--- src/rtl/uart_rx.sv ---
// 8N1 UART receiver with 16x oversampling and 3-sample majority vote at mid-bit.
// Latency: rx_done about 3 + 153*DIV clk after the rx falling edge; no backpressure, pulses are not held.
module uart_rx #(
  parameter int CLK_HZ = 50000000
) (
  input  logic       clk,
  input  logic       reset_n,
  input  logic       rx_en,
  input  logic [2:0] baud_set,
  input  logic       rx,
  output logic [7:0] data_byte,
  output logic       rx_done,
  output logic       frame_err,
  output logic       uart_state
);

  localparam logic [15:0] DIV_9600   = 16'(CLK_HZ / (9600 * 16));
  localparam logic [15:0] DIV_19200  = 16'(CLK_HZ / (19200 * 16));
  localparam logic [15:0] DIV_38400  = 16'(CLK_HZ / (38400 * 16));
  localparam logic [15:0] DIV_57600  = 16'(CLK_HZ / (57600 * 16));
  localparam logic [15:0] DIV_115200 = 16'(CLK_HZ / (115200 * 16));

  typedef enum logic [1:0] {IDLE, START, DATA, STOP} state_t;
  state_t state, state_nxt;

  logic        rx_meta, rx_s, rx_s_d;
  logic        start_edge;
  logic [15:0] div_sel, div_lat, pre_cnt;
  logic        tick;
  logic [3:0]  tick_cnt;
  logic [4:0]  tick_idx;
  logic [1:0]  samp;
  logic        majority;
  logic [2:0]  bit_idx;
  logic [7:0]  shift_reg;
  logic        start_frame, done_set, err_set;

  always_ff @(posedge clk) begin
    if (!reset_n) begin
      rx_meta <= 1'b1;
      rx_s    <= 1'b1;
      rx_s_d  <= 1'b1;
    end else begin
      rx_meta <= rx;
      rx_s    <= rx_meta;
      rx_s_d  <= rx_s;
    end
  end

  assign start_edge = rx_s_d & ~rx_s;

  always_comb begin
    case (baud_set)
      3'd1:    div_sel = DIV_19200;
      3'd2:    div_sel = DIV_38400;
      3'd3:    div_sel = DIV_57600;
      3'd4:    div_sel = DIV_115200;
      default: div_sel = DIV_9600;
    endcase
  end

  // tick_cnt holds ticks already completed in the current bit, so tick_idx is 1..16
  assign tick       = (state != IDLE) && (pre_cnt == div_lat - 16'd1);
  assign tick_idx   = {1'b0, tick_cnt} + 5'd1;
  assign majority   = (samp[0] & samp[1]) | (samp[0] & rx_s) | (samp[1] & rx_s);
  assign uart_state = (state != IDLE);

  always_ff @(posedge clk) begin
    if (!reset_n) state <= IDLE;
    else          state <= state_nxt;
  end

  always_comb begin
    state_nxt   = state;
    start_frame = 1'b0;
    done_set    = 1'b0;
    err_set     = 1'b0;
    if (!rx_en) begin
      state_nxt = IDLE;
    end else begin
      case (state)
        IDLE: begin
          if (start_edge) begin
            state_nxt   = START;
            start_frame = 1'b1;
          end
        end
        START: begin
          if (tick && tick_idx == 5'd9 && majority) state_nxt = IDLE;
          else if (tick && tick_idx == 5'd16)       state_nxt = DATA;
        end
        DATA: begin
          if (tick && tick_idx == 5'd16 && bit_idx == 3'd7) state_nxt = STOP;
        end
        STOP: begin
          // leave at mid-stop so a back-to-back start edge is not missed
          if (tick && tick_idx == 5'd9) begin
            state_nxt = IDLE;
            done_set  = majority;
            err_set   = ~majority;
          end
        end
        default: state_nxt = IDLE;
      endcase
    end
  end

  always_ff @(posedge clk) begin
    if (!reset_n) begin
      data_byte <= 8'h00;
      rx_done   <= 1'b0;
      frame_err <= 1'b0;
      div_lat   <= DIV_9600;
      pre_cnt   <= 16'd0;
      tick_cnt  <= 4'd0;
      samp      <= 2'b00;
      bit_idx   <= 3'd0;
      shift_reg <= 8'h00;
    end else begin
      rx_done   <= done_set;
      frame_err <= err_set;
      if (done_set) data_byte <= shift_reg;
      if (start_frame) begin
        div_lat  <= div_sel;
        pre_cnt  <= 16'd0;
        tick_cnt <= 4'd0;
        bit_idx  <= 3'd0;
      end else if (state != IDLE) begin
        if (tick) begin
          pre_cnt  <= 16'd0;
          tick_cnt <= tick_cnt + 4'd1;
          if (tick_idx == 5'd7) samp[0] <= rx_s;
          if (tick_idx == 5'd8) samp[1] <= rx_s;
          if (state == DATA && tick_idx == 5'd9)  shift_reg[bit_idx] <= majority;
          if (state == DATA && tick_idx == 5'd16) bit_idx <= bit_idx + 3'd1;
        end else begin
          pre_cnt <= pre_cnt + 16'd1;
        end
      end
    end
  end

endmodule
--- config.mk ---
export PLATFORM = sky130hd
export DESIGN_NAME = uart_rx
export DESIGN_NICKNAME = d
export VERILOG_FILES = /design/src/rtl/uart_rx.sv
export SDC_FILE = /design/constraint.sdc
export NUM_CORES = 1
export LEC_CHECK = 0
export CAP_MARGIN = 20
export CORE_UTILIZATION = 35
export DETAILED_ROUTE_END_ITERATION = 6
export PLACE_DENSITY = 0.61
export SLEW_MARGIN = 30
export SYNTH_ARGS = -nofsm -noshare
export SYNTH_HDL_FRONTEND = slang
export SYNTH_SLANG_ARGS = --single-unit
--- constraint.sdc ---
create_clock -name clk -period 3.6 [get_ports clk]
set_input_delay 0.9 -clock clk [delete_from_list [all_inputs] [get_ports clk]]
set_output_delay 0.9 -clock clk [all_outputs]
set_load 0.02 [all_outputs]
Yosys cells after proc, flatten, opt, wreduce, memory -nomap -nowiden
Index checks and enable logic that the tools add are counted.
{"block": "word_totals", "regBits": 64, "output_inout_bits": 11, "wordCells": 84}
{"block": "classes", "n_addsub": 5, "n_lt_le_gt_ge": 2, "eq_ne": 17, "mux": 17, "bitwise": 10, "n_reduce_logical": 19}
{"cell": "$pmux W9 S4", "n": 1}
{"cell": "$reduce_and A4 Y1", "n": 5}
{"cell": "$add A16 B1 Y16 const B", "n": 1}
{"cell": "$eq A16 B16 Y1", "n": 1}
{"cell": "$mux W16", "n": 1}
{"cell": "$sub A16 B1 Y16 const B", "n": 1}
{"cell": "$eq A5 B4 Y1 const B", "n": 2}
{"cell": "$mux W2", "n": 5}
{"cell": "$bwmux W8", "n": 1}
{"cell": "$logic_and A1 B1 Y1", "n": 8}
{"cell": "$pmux W2 S4", "n": 1}
{"cell": "$mux W1", "n": 7}
{"cell": "$eq A3 B2 Y1 const B", "n": 2}
{"cell": "$eq A3 B3 Y1 const B", "n": 2}
{"cell": "$ne A2 B2 Y1 const B", "n": 3}
{"cell": "$add A4 B1 Y5 const B", "n": 1}
{"cell": "$eq A5 B3 Y1 const B", "n": 1}
{"cell": "$eq A5 B5 Y1 const B", "n": 1}
{"cell": "$add A4 B1 Y4 const B", "n": 1}
{"cell": "$and A1 B1 Y1", "n": 4}
{"cell": "$eq A2 B2 Y1 const B", "n": 2}
{"cell": "$lt A3 B4 Y1 const B", "n": 1}
{"cell": "$not A1 Y1", "n": 4}
{"cell": "$reduce_and A2 Y1", "n": 2}
{"cell": "11 further kinds", "n": 12}

Logic depth before layout (Yosys ltp)
Gate-level depths: netlist of the first run.
{"block": "logic_depth", "depth_word": 7, "mapped_depth": 11, "depth_no_buf": 9}

Worst setup path after synthesis of the first run
Ideal clock, no wire load.
{"block": "synth_path", "path_type": "reg-to-reg", "startpoint": "register div_lat[0]", "endpoint": "register (tool-made name)", "setup_time_ps": 79, "t_arrival_ps": 2406, "t_required_ps": 3521, "path_slack_ps": 1115, "stages_incl_launch_ff": 12, "path_cell_list": "dfxtp_1 buf_2 inv_1 ha_1 or3b_1 or4_4 nand3_2 nor4_4 and2_4 buf_6 a41o_1 a211oi_2"}
{"element": "start, declared", "line_no": "28", "source": "logic [15:0] div_sel, div_lat, pre_cnt;"}
{"element": "start signal, assigned", "line_no": "124", "source": "div_lat <= div_sel;"}

Final worst setup path of the first run
{"block": "layout_path", "startpoint": "register state[0]", "endpoint": "output uart_state"}
{"block": "layout_via", "elab_chain_cells": 1}
{"element": "start, declared", "line_no": "24", "source": "state_t state, state_nxt;"}
{"element": "start signal, assigned", "line_no": "70", "source": "else state <= state_nxt;"}
{"element": "$reduce_bool A2 Y1", "line_no": "66", "source": "assign uart_state = (state != IDLE);"}
{"element": "end, declared", "line_no": "14", "source": "output logic uart_state"}
Every way passes these cells.

==> results.sh, run 1 <==
export IMPL_status="complete, no violations"
export IMPL_cp_data_arrival_time_ns=2.02
export IMPL_ys_seq_area_share_pct=37.2
export IMPL_ios=18
export IMPL_drt_iter0_markers=102
export IMPL_powerDensity_mw_per_mm2=384
export IMPL_skew_ns=0.00957
export IMPL_top_register="pre_cnt"
export IMPL_top_regs="pre_cnt (16), div_lat (9)"
export IMPL_drive_above_1_share_pct=8.90
export IMPL_num_rows=33
export IMPL_cts_tree="done"
export IMPL_nets=392
export IMPL_setup_viol=0
export IMPL_htreeDepth=3
export IMPL_reg2regPathDepth=9
export IMPL_dpl_hpwl_um=4500
export IMPL_peakVddDrop_mv=0.226
export IMPL_startpoint_type="flip-flop"
export IMPL_core_mm2=0.00834
export IMPL_synth_nets=377
export IMPL_start_util_pct=36.8
export IMPL_synth_cell_types=57
export IMPL_slew_violations=0
export IMPL_async_flop_share_pct=0
export IMPL_die_h_um=95.6
export IMPL_port_buffers=17
export IMPL_areaGrowthSynthToFinish_pct=15.0
export IMPL_antenna_found_initial=0
export IMPL_ctsHoldBuffers=0
export IMPL_fin_util_pct=42.3
export IMPL_fmax_ghz=0.343
export IMPL_p_comb_share_pct=3.8
export IMPL_finalWirelength_um=6400
export IMPL_numClockSinks=57
export IMPL_grt_max_degree=24
export IMPL_synth_edf_count=0
export IMPL_post_route_period_util_pct=81.0
export IMPL_vias=2562
export IMPL_cts_resized=0
export IMPL_grt_overflow_total=0
export IMPL_clk_latency_ns=0.34
export IMPL_fin_setup_tns_ns=0
export IMPL_required_ns=2.70
export IMPL_whs_path_depth=1
export IMPL_gp_congestion=0.887
export IMPL_cts_buffers=9
export IMPL_grt_pass1_wl_um=11000
export IMPL_slew_headroom_pct=57.8
export IMPL_clk_path_buf_depth=2
export IMPL_postSynthAreaPerCell_um2=8.48
export IMPL_postCtsSetupBuffers=0
export IMPL_crit_type="flip-flop to output pin"
export IMPL_dr_pass1_iters=4
export IMPL_drc=0
export IMPL_hold_class="flip-flop to flip-flop"
export IMPL_diodes=0
export IMPL_via_per_inst=5.26
export IMPL_ys_warn_count=0
export IMPL_static_leakage_power_uw=0.00147
export IMPL_intPower_uw=1060
export IMPL_p_seq_share_pct=47.3
export IMPL_setup_worst_path_end_class="output pin"
export IMPL_tightest_slew_ns=0.627
export IMPL_synth_area_mm2=0.00307
export IMPL_hold_viol_final=0
export IMPL_die_w_um=95.6
export IMPL_final_antenna_net_count=0
export IMPL_largest_register_ffs=16
export IMPL_min_period_ns=2.92
export IMPL_grt_use_total_pct=15.7
export IMPL_synth_top_flop_cell="dfxtp_1"
export IMPL_ys_ff_latch=57
export IMPL_crit_fanout=14
export IMPL_die_area_mm2=0.00915
export IMPL_cts_root_buffer="clkbuf_8"
export IMPL_first_global_vias=2343
export IMPL_clockPowerShare_pct=48.9
export IMPL_rsz0062_at_grt="no"
export IMPL_postSynthCellCount=362
export IMPL_power_switching_uw=294
export IMPL_routedWlPerCell_um=13.1
export IMPL_netSwitchingFraction_pct=21.7
export IMPL_clk_pin_slew_worst_paths_ns=0.06
export IMPL_maxCapViolCount=0
==> area by class of cell <==
class	count	area [µm²]
fillers	849	4810
multi-input cells	277	1800
flip-flops and latches	57	1140
repair buffers	21	200
clock buffers	11	141
well taps	105	131
clock inverters	5	78.8
inverters	11	41.3
==> per-layer routing <==
layer	GRT usage (%)	part of all wire, %	vias to the layer above
li1	-	-	1310
met1	19.2	47	1186
met2	25.7	47	49
met3	4.55	3.5	17
met4	6.34	2.2	0
met5	0	0	-
==> Yosys cell counts, types with 2 or more instances <==
cell | number | share of area [%]
dfxtp_1 | 57 | 37
nor2_1 | 45 | 5.5
nand2_1 | 43 | 5.3
mux2i_1 | 23 | 7.5
a21oi_1 | 15 | 2.4
nand3_1 | 15 | 2.4
nand4_1 | 13 | 2.6
nor3_1 | 13 | 2.1
xnor2_1 | 13 | 3.7
nand2b_1 | 12 | 2.4
xor2_1 | 12 | 3.4
inv_1 | 11 | 1.3
clkbuf_1 | 9 | 1.1
ha_1 | 8 | 3.3
o21ai_0 | 8 | 1.3
and3_1 | 6 | 1.2
nor4_1 | 4 | 0.82
o211ai_1 | 4 | 0.98
a31oi_1 | 3 | 0.61
or4_4 | 3 | 1.1
a21o_1 | 2 | 0.49
a41o_1 | 2 | 0.65
buf_2 | 2 | 0.33
buf_4 | 2 | 0.49
buf_6 | 2 | 0.73
nor2b_1 | 2 | 0.41
o311ai_0 | 2 | 0.57
or3_1 | 2 | 0.41
==> critical path: stages, from the launching register on <==
cell and delay, ns:
dfxtp_1 0.62, nor2_1 0.24, inv_1 0.19, clkdlybuf4s50_1 0.63
==> power by group through the flow <==
stage / clock network (µW) / logic (µW) / registers [µW]
after CTS: 690 / 51.8 / 641
after global placement: 0 / 51.3 / 655
after detailed placement: 0 / 51.6 / 655
after global routing: 710 / 57.3 / 641
after floorplan: 0 / 36.3 / 652
final: 664 / 51.2 / 641
==> final timing paths <==
kind,start,slack (ns),endpoint
setup reg to reg,div_lat[0],0.77,pre_cnt[6]
hold / removal,rx_meta,0.41,rx_s
hold reg to reg,rx_meta,0.41,rx_s
setup / recovery,state[0],0.68,uart_state
==> through the flow <==
step | setup WS [ns] | power (µW) | area [µm²] | hold WS (ns) | std cells
final | 0.683 | 1360 | 3530 | 0.407 | 487
after global routing | 0.575 | 1410 | 3530 | 0.441 | 487
after CTS | 0.671 | 1380 | 3530 | 0.412 | 487
after detailed placement | 0.849 | 707 | 3310 | 0.395 | 471
after global placement | 0.830 | 706 | 3310 | 0.390 | 471
after floorplan | 1.12 | 688 | 3070 | 0.386 | 362
==> cells by family (layout without fill, tap and decap cells) <==
kind of cell / after synthesis / count (layout) / share of synthesized area, %
muxes: 23 / 23 / 7.50
adders and majority gates: 9 / 9 / 3.59
DFF: 57 / 57 / 37.2
and+or+nand+nor: 173 / 173 / 29.8
xor gates and xnor gates: 25 / 25 / 7.13
buffers and inverters: 28 / 48 / 4.28
AOI/OAI and AO/OA: 47 / 47 / 10.5
==> layout by cell type, fill, tap and decap left out, types with 2 or more instances in the layout <==
master and instances:
dfxtp_1 57, nor2_1 45, nand2_1 43, mux2i_1 23, clkdlybuf4s50_1 17, a21oi_1 15
nand3_1 15, xnor2_1 13, nor3_1 13, nand4_1 13, nand2b_1 12, xor2_1 12
inv_1 11, clkbuf_8 10, o21ai_0 8, ha_1 8, and3_1 6, nor4_1 4
o211ai_1 4, buf_4 4, or4_4 3, a31oi_1 3, nor2b_1 2, a21o_1 2
or3_1 2, a41o_1 2, o311ai_0 2, clkinv_2 2, bufinv_16 2
(Power assumes the default switching activity.)
==> run 2, diff against run 1 <==
==> constraint.sdc (replaced) <==
create_clock -name clk -period 3 [get_ports clk]
set_input_delay 0.75 -clock clk [delete_from_list [all_inputs] [get_ports clk]]
set_output_delay 0.75 -clock clk [all_outputs]
set_load 0.02 [all_outputs]
==> results.sh, run 2 (synthesized netlist as in run 1, its figures left out) <==
export IMPL_hold_viol_final=0
export IMPL_fmax_ghz=0.367
export IMPL_grt_overflow_total=0
export IMPL_cp_data_arrival_time_ns=2.95
export IMPL_clk_path_buf_depth=2
export IMPL_startpoint="div_lat[0]"
export IMPL_die_h_um=95.6
export IMPL_peakVddDrop_mv=0.352
export IMPL_core_mm2=0.00834
export IMPL_final_cell_count_no_fill=491
export IMPL_critPathMaxStageDelay_ns=0.41
export IMPL_status="complete, no violations"
export IMPL_slew_violations=0
export IMPL_required_ns=3.22
export IMPL_die_area_mm2=0.00915
export IMPL_cts_tree="done"
export IMPL_num_rows=33
export IMPL_top_layer_used="met4"
export IMPL_cts_root_buffer="clkbuf_8"
export IMPL_skew_ns=0.00547
export IMPL_dr_pass1_iters=4
export IMPL_grt_max_degree=24
export IMPL_holdCritStartpoint="rx_meta"
export IMPL_met1_length_um=3130
export IMPL_setup_worst_path_end_class="flip-flop"
export IMPL_numClockSinks=57
export IMPL_grt_pass1_wl_um=11400
export IMPL_diodes=0
export IMPL_route_met3_wl_um=249
export IMPL_routedWlPerCell_um=13.6
export IMPL_startpoint_type="flip-flop"
export IMPL_ctsHoldBuffers=0
export IMPL_cts_buffers=9
export IMPL_clockPowerShare_pct=43.5
export IMPL_antenna_found_initial=0
export IMPL_die_w_um=95.6
export IMPL_slew_headroom_pct=52.9
export IMPL_first_global_vias=2456
export IMPL_gp_congestion=0.803
export IMPL_path_cells="inv_1 > ha_1 > or3b_1 > nor3_2 > o211ai_1 > nor4_4 > nand4_2 > mux2i_1 > nor2_1"
export IMPL_clk_latency_ns=0.33
export IMPL_post_route_period_util_pct=90.9
export IMPL_layout_commonest_cell="dfxtp_1"
export IMPL_crit_type="flip-flop to flip-flop"
export IMPL_ios=18
export IMPL_finalWirelength_um=6670
export IMPL_power_switching_uw=365
export IMPL_nets=396
export IMPL_drt_iter0_markers=93
export IMPL_crit_reg2reg_launch="div_lat[0]"
export IMPL_dpl_hpwl_um=4720
export IMPL_clk_pin_slew_worst_paths_ns=0.07
export IMPL_tightest_slew_ns=0.700
export IMPL_intPower_uw=1110
export IMPL_crit_fanout=8
export IMPL_fin_setup_tns_ns=0
export IMPL_min_period_ns=2.73
export IMPL_drc=0
export IMPL_powerDensity_mw_per_mm2=419
export IMPL_top_register="pre_cnt"
export IMPL_areaGrowthSynthToFinish_pct=14.7
export IMPL_htreeDepth=3
export IMPL_drive_above_1_share_pct=10.1
export IMPL_start_util_pct=36.8
export IMPL_dr_wl_met2_um=3260
export IMPL_grt_use_total_pct=16.1
export IMPL_layout_common_cells="57 x dfxtp_1, 45 x nor2_1, 43 x nand2_1, 23 x mux2i_1, 17 x clkdlybuf4s50_1"
export IMPL_rsz0062_at_grt="no"
export IMPL_p_comb_share_pct=4.5
export IMPL_netSwitchingFraction_pct=24.7
export IMPL_top_regs="pre_cnt (16), div_lat (9)"
export IMPL_maxCapViolCount=0
export IMPL_static_leakage_power_uw=0.00146
export IMPL_hold_class="flip-flop to flip-flop"
export IMPL_largest_register_ffs=16
export IMPL_slowest_stage="or3b_1"
export IMPL_setup_viol=0
export IMPL_final_antenna_net_count=0
export IMPL_port_buffers=17
export IMPL_vias=2567
export IMPL_postCtsSetupBuffers=0
export IMPL_cts_resized=0
export IMPL_via_per_inst=5.23
export IMPL_p_seq_share_pct=52.0
export IMPL_dp_cells=475
run 2: through the flow:
step / util [%] / instance area, µm² / power [µW] / hold slack (ns) / setup slack (ns)
after floorplan: - / 3070 / 825 / 0.386 / 0.515
after global placement: 40.1 / 3340 / 851 / 0.399 / 0.365
after detailed placement: 40.1 / 3340 / 852 / 0.394 / 0.241
after CTS: 42.2 / 3520 / 1500 / 0.410 / 0.222
after global routing: 42.2 / 3520 / 1540 / 0.431 / 0.0558
final: 42.2 / 3520 / 1480 / 0.409 / 0.274
run 2: per-layer routing:
metal | track usage, % | vias to the layer above
met1 | 20.2 | 1208
li1 | - | 1313
met3 | 5.02 | 4
met5 | 0 | -
met2 | 26.9 | 42
met4 | 3.86 | 0
run 2: final cells by class:
| cell class | count | area, µm² |
|---|---|---|
| clock buffers | 10 | 138 |
| inverters | 11 | 41.3 |
| clock inverters | 6 | 42.5 |
| well taps | 105 | 131 |
| repair buffers | 25 | 230 |
| flip-flops and latches | 57 | 1140 |
| fillers | 846 | 4820 |
| multi-input cells | 277 | 1800 |
run 2: final timing paths:
check                 endpoint  slack [ns]  cells past startpoint
setup reg to reg  data_byte[1]        0.27                      9
hold / removal            rx_s        0.41                      1
hold reg to reg           rx_s        0.41                      1
setup / recovery  data_byte[1]        0.27                      9
run 2: worst max-delay path: cells and delay by family, from the launching register on:
kind            cells  cell delay, ns
mux                 1            0.28
simple gates        5            1.47
compound gates      1            0.19
fa+ha+maj           1            0.20
buf+inv             1            0.09
flops               1            0.39
run 2: power groups by stage:
stage | logic (µW) | clock network [µW] | registers, µW
floorplan | 43.6 | 0 | 782
global placement | 66.0 | 0 | 785
detailed placement | 66.9 | 0 | 785
CTS | 67.2 | 666 | 768
global route | 74.1 | 699 | 768
finish | 66.5 | 642 | 768
==> run 3, diff against run 2 <==
--- a/config.mk
+++ b/config.mk
@@ -6,9 +6,9 @@
 export NUM_CORES = 1
 export LEC_CHECK = 0
 export CAP_MARGIN = 20
-export CORE_UTILIZATION = 35
+export CORE_UTILIZATION = 37
 export DETAILED_ROUTE_END_ITERATION = 6
-export PLACE_DENSITY = 0.61
+export PLACE_DENSITY = 0.63
 export SLEW_MARGIN = 30
 export SYNTH_ARGS = -nofsm -noshare
 export SYNTH_HDL_FRONTEND = slang
==> results.sh, run 3 (synthesized netlist as in run 1, its figures left out) <==
export IMPL_gp_congestion=0.825
export IMPL_antenna_found_initial=0
export IMPL_largest_register_ffs=16
export IMPL_static_leakage_power_uw=0.00147
export IMPL_drive_above_1_share_pct=9.87
export IMPL_via_per_inst=5.20
export IMPL_rsz0062_at_grt="no"
export IMPL_cts_buffers=9
export IMPL_cts_resized=0
export IMPL_port_buffers=17
export IMPL_startpoint_type="flip-flop"
export IMPL_die_area_mm2=0.00866
export IMPL_top_regs="pre_cnt (16), div_lat (9)"
export IMPL_final_antenna_net_count=0
export IMPL_die_h_um=93.1
export IMPL_status="complete, no violations"
export IMPL_setup_worst_path_end_class="flip-flop"
export IMPL_dpl_hpwl_um=4560
export IMPL_drc=0
export IMPL_register_area_mm2=0.00114
export IMPL_layout_common_cells="57 x dfxtp_1, 45 x nor2_1, 43 x nand2_1, 23 x mux2i_1, 17 x clkdlybuf4s50_1"
export IMPL_clk_latency_ns=0.34
export IMPL_multiInputGateArea_mm2=0.00180
export IMPL_required_ns=3.21
export IMPL_final_cell_area_mm2=0.00354
export IMPL_clk_pin_slew_worst_paths_ns=0.06
export IMPL_fin_setup_tns_ns=0
export IMPL_fmax_ghz=0.367
export IMPL_numClockSinks=57
export IMPL_drt_iter0_markers=101
export IMPL_clk_path_buf_depth=2
export IMPL_grt_overflow_total=0
export IMPL_routedWlPerCell_um=13.2
export IMPL_areaGrowthSynthToFinish_pct=15.5
export IMPL_maxCapViolCount=0
export IMPL_min_period_ns=2.72
export IMPL_dr_pass1_iters=4
export IMPL_grt_max_degree=24
export IMPL_ios=18
export IMPL_setup_viol=0
export IMPL_cts_root_buffer="clkbuf_8"
export IMPL_cp_data_arrival_time_ns=2.93
export IMPL_diodes=0
export IMPL_layout_commonest_cell="dfxtp_1"
export IMPL_htreeDepth=3
export IMPL_grt_use_total_pct=16.2
export IMPL_hold_class="flip-flop to flip-flop"
export IMPL_ctsHoldBuffers=0
export IMPL_postCtsSetupBuffers=0
export IMPL_crit_fanout=8
export IMPL_vias=2530
export IMPL_tightest_slew_ns=0.584
export IMPL_nets=395
export IMPL_grt_pass1_wl_um=11000
export IMPL_start_util_pct=38.9
export IMPL_hold_viol_final=0
export IMPL_cts_tree="done"
export IMPL_finalWirelength_um=6430
export IMPL_slew_violations=0
export IMPL_place_area_mm2=0.00333
export IMPL_powerDensity_mw_per_mm2=447
export IMPL_peakVddDrop_mv=0.309
export IMPL_post_route_period_util_pct=90.7
export IMPL_die_w_um=93.1
export IMPL_first_global_vias=2320
export IMPL_fillers=785
export IMPL_skew_ns=0.00585
export IMPL_crit_type="flip-flop to flip-flop"
export IMPL_core_mm2=0.00789
export IMPL_num_rows=32
export IMPL_slew_headroom_pct=60.7
export IMPL_top_register="pre_cnt"
==> run 3: worst max-delay path, stage by stage (launching register included) <==
cell      delay (ns)
dfxtp_1         0.39
inv_1           0.09
ha_1            0.20
or3b_1          0.43
nor3_2          0.21
o211ai_1        0.21
nor4_4          0.38
nand4_2         0.37
mux2i_1         0.25
nor2_1          0.06
==> run 3: stage by stage <==
step | instances | setup slack [ns] | utilization, % | total power (µW) | hold WS [ns]
after global placement | 471 | 0.347 | 42.2 | 850 | 0.392
final | 487 | 0.278 | 44.9 | 1590 | 0.411
after floorplan | 362 | 0.515 | - | 825 | 0.386
after CTS | 487 | 0.265 | 44.9 | 1610 | 0.415
after global routing | 487 | 0.00718 | 44.9 | 1660 | 0.439
after detailed placement | 471 | 0.287 | 42.2 | 850 | 0.399
==> run 3: final timing paths <==
kind                            startpoint  slack [ns]  cells past startpoint           end
worst max-delay path            div_lat[0]        0.28                      9  data_byte[3]
worst min-delay path               rx_meta        0.41                      1          rx_s
worst max register to register  div_lat[0]        0.28                      9  data_byte[3]
worst min register to register     rx_meta        0.41                      1          rx_s
==> run 3: final cells by class <==
class / instances / share of cell area (%)
Timing Repair Buffer: 24 / 6.28
Clock buffer: 12 / 4.66
Sequential cell: 57 / 32.2
Multi-Input combinational cell: 277 / 50.7
Inverter: 11 / 1.16
Clock inverter: 4 / 1.41
Tap cell: 102 / 3.60
==> run 3: routing by layer <==
metal | up-vias | global-route usage [%] | share of wire, %
li1 | 1314 | - | -
met1 | 1180 | 20.2 | 48
met2 | 29 | 26.7 | 48
met3 | 7 | 5.85 | 3.4
met4 | 0 | 3.85 | 0.96
met5 | - | 0 | 0
==> run 3: report_power, final <==
group          internal [µW]  leakage (µW)  switching, µW  total (µW)
Combinational           26.0      0.000908           38.9        64.9
Sequential               762      0.000460           6.62         768
Clock                    449      0.000105            303         753
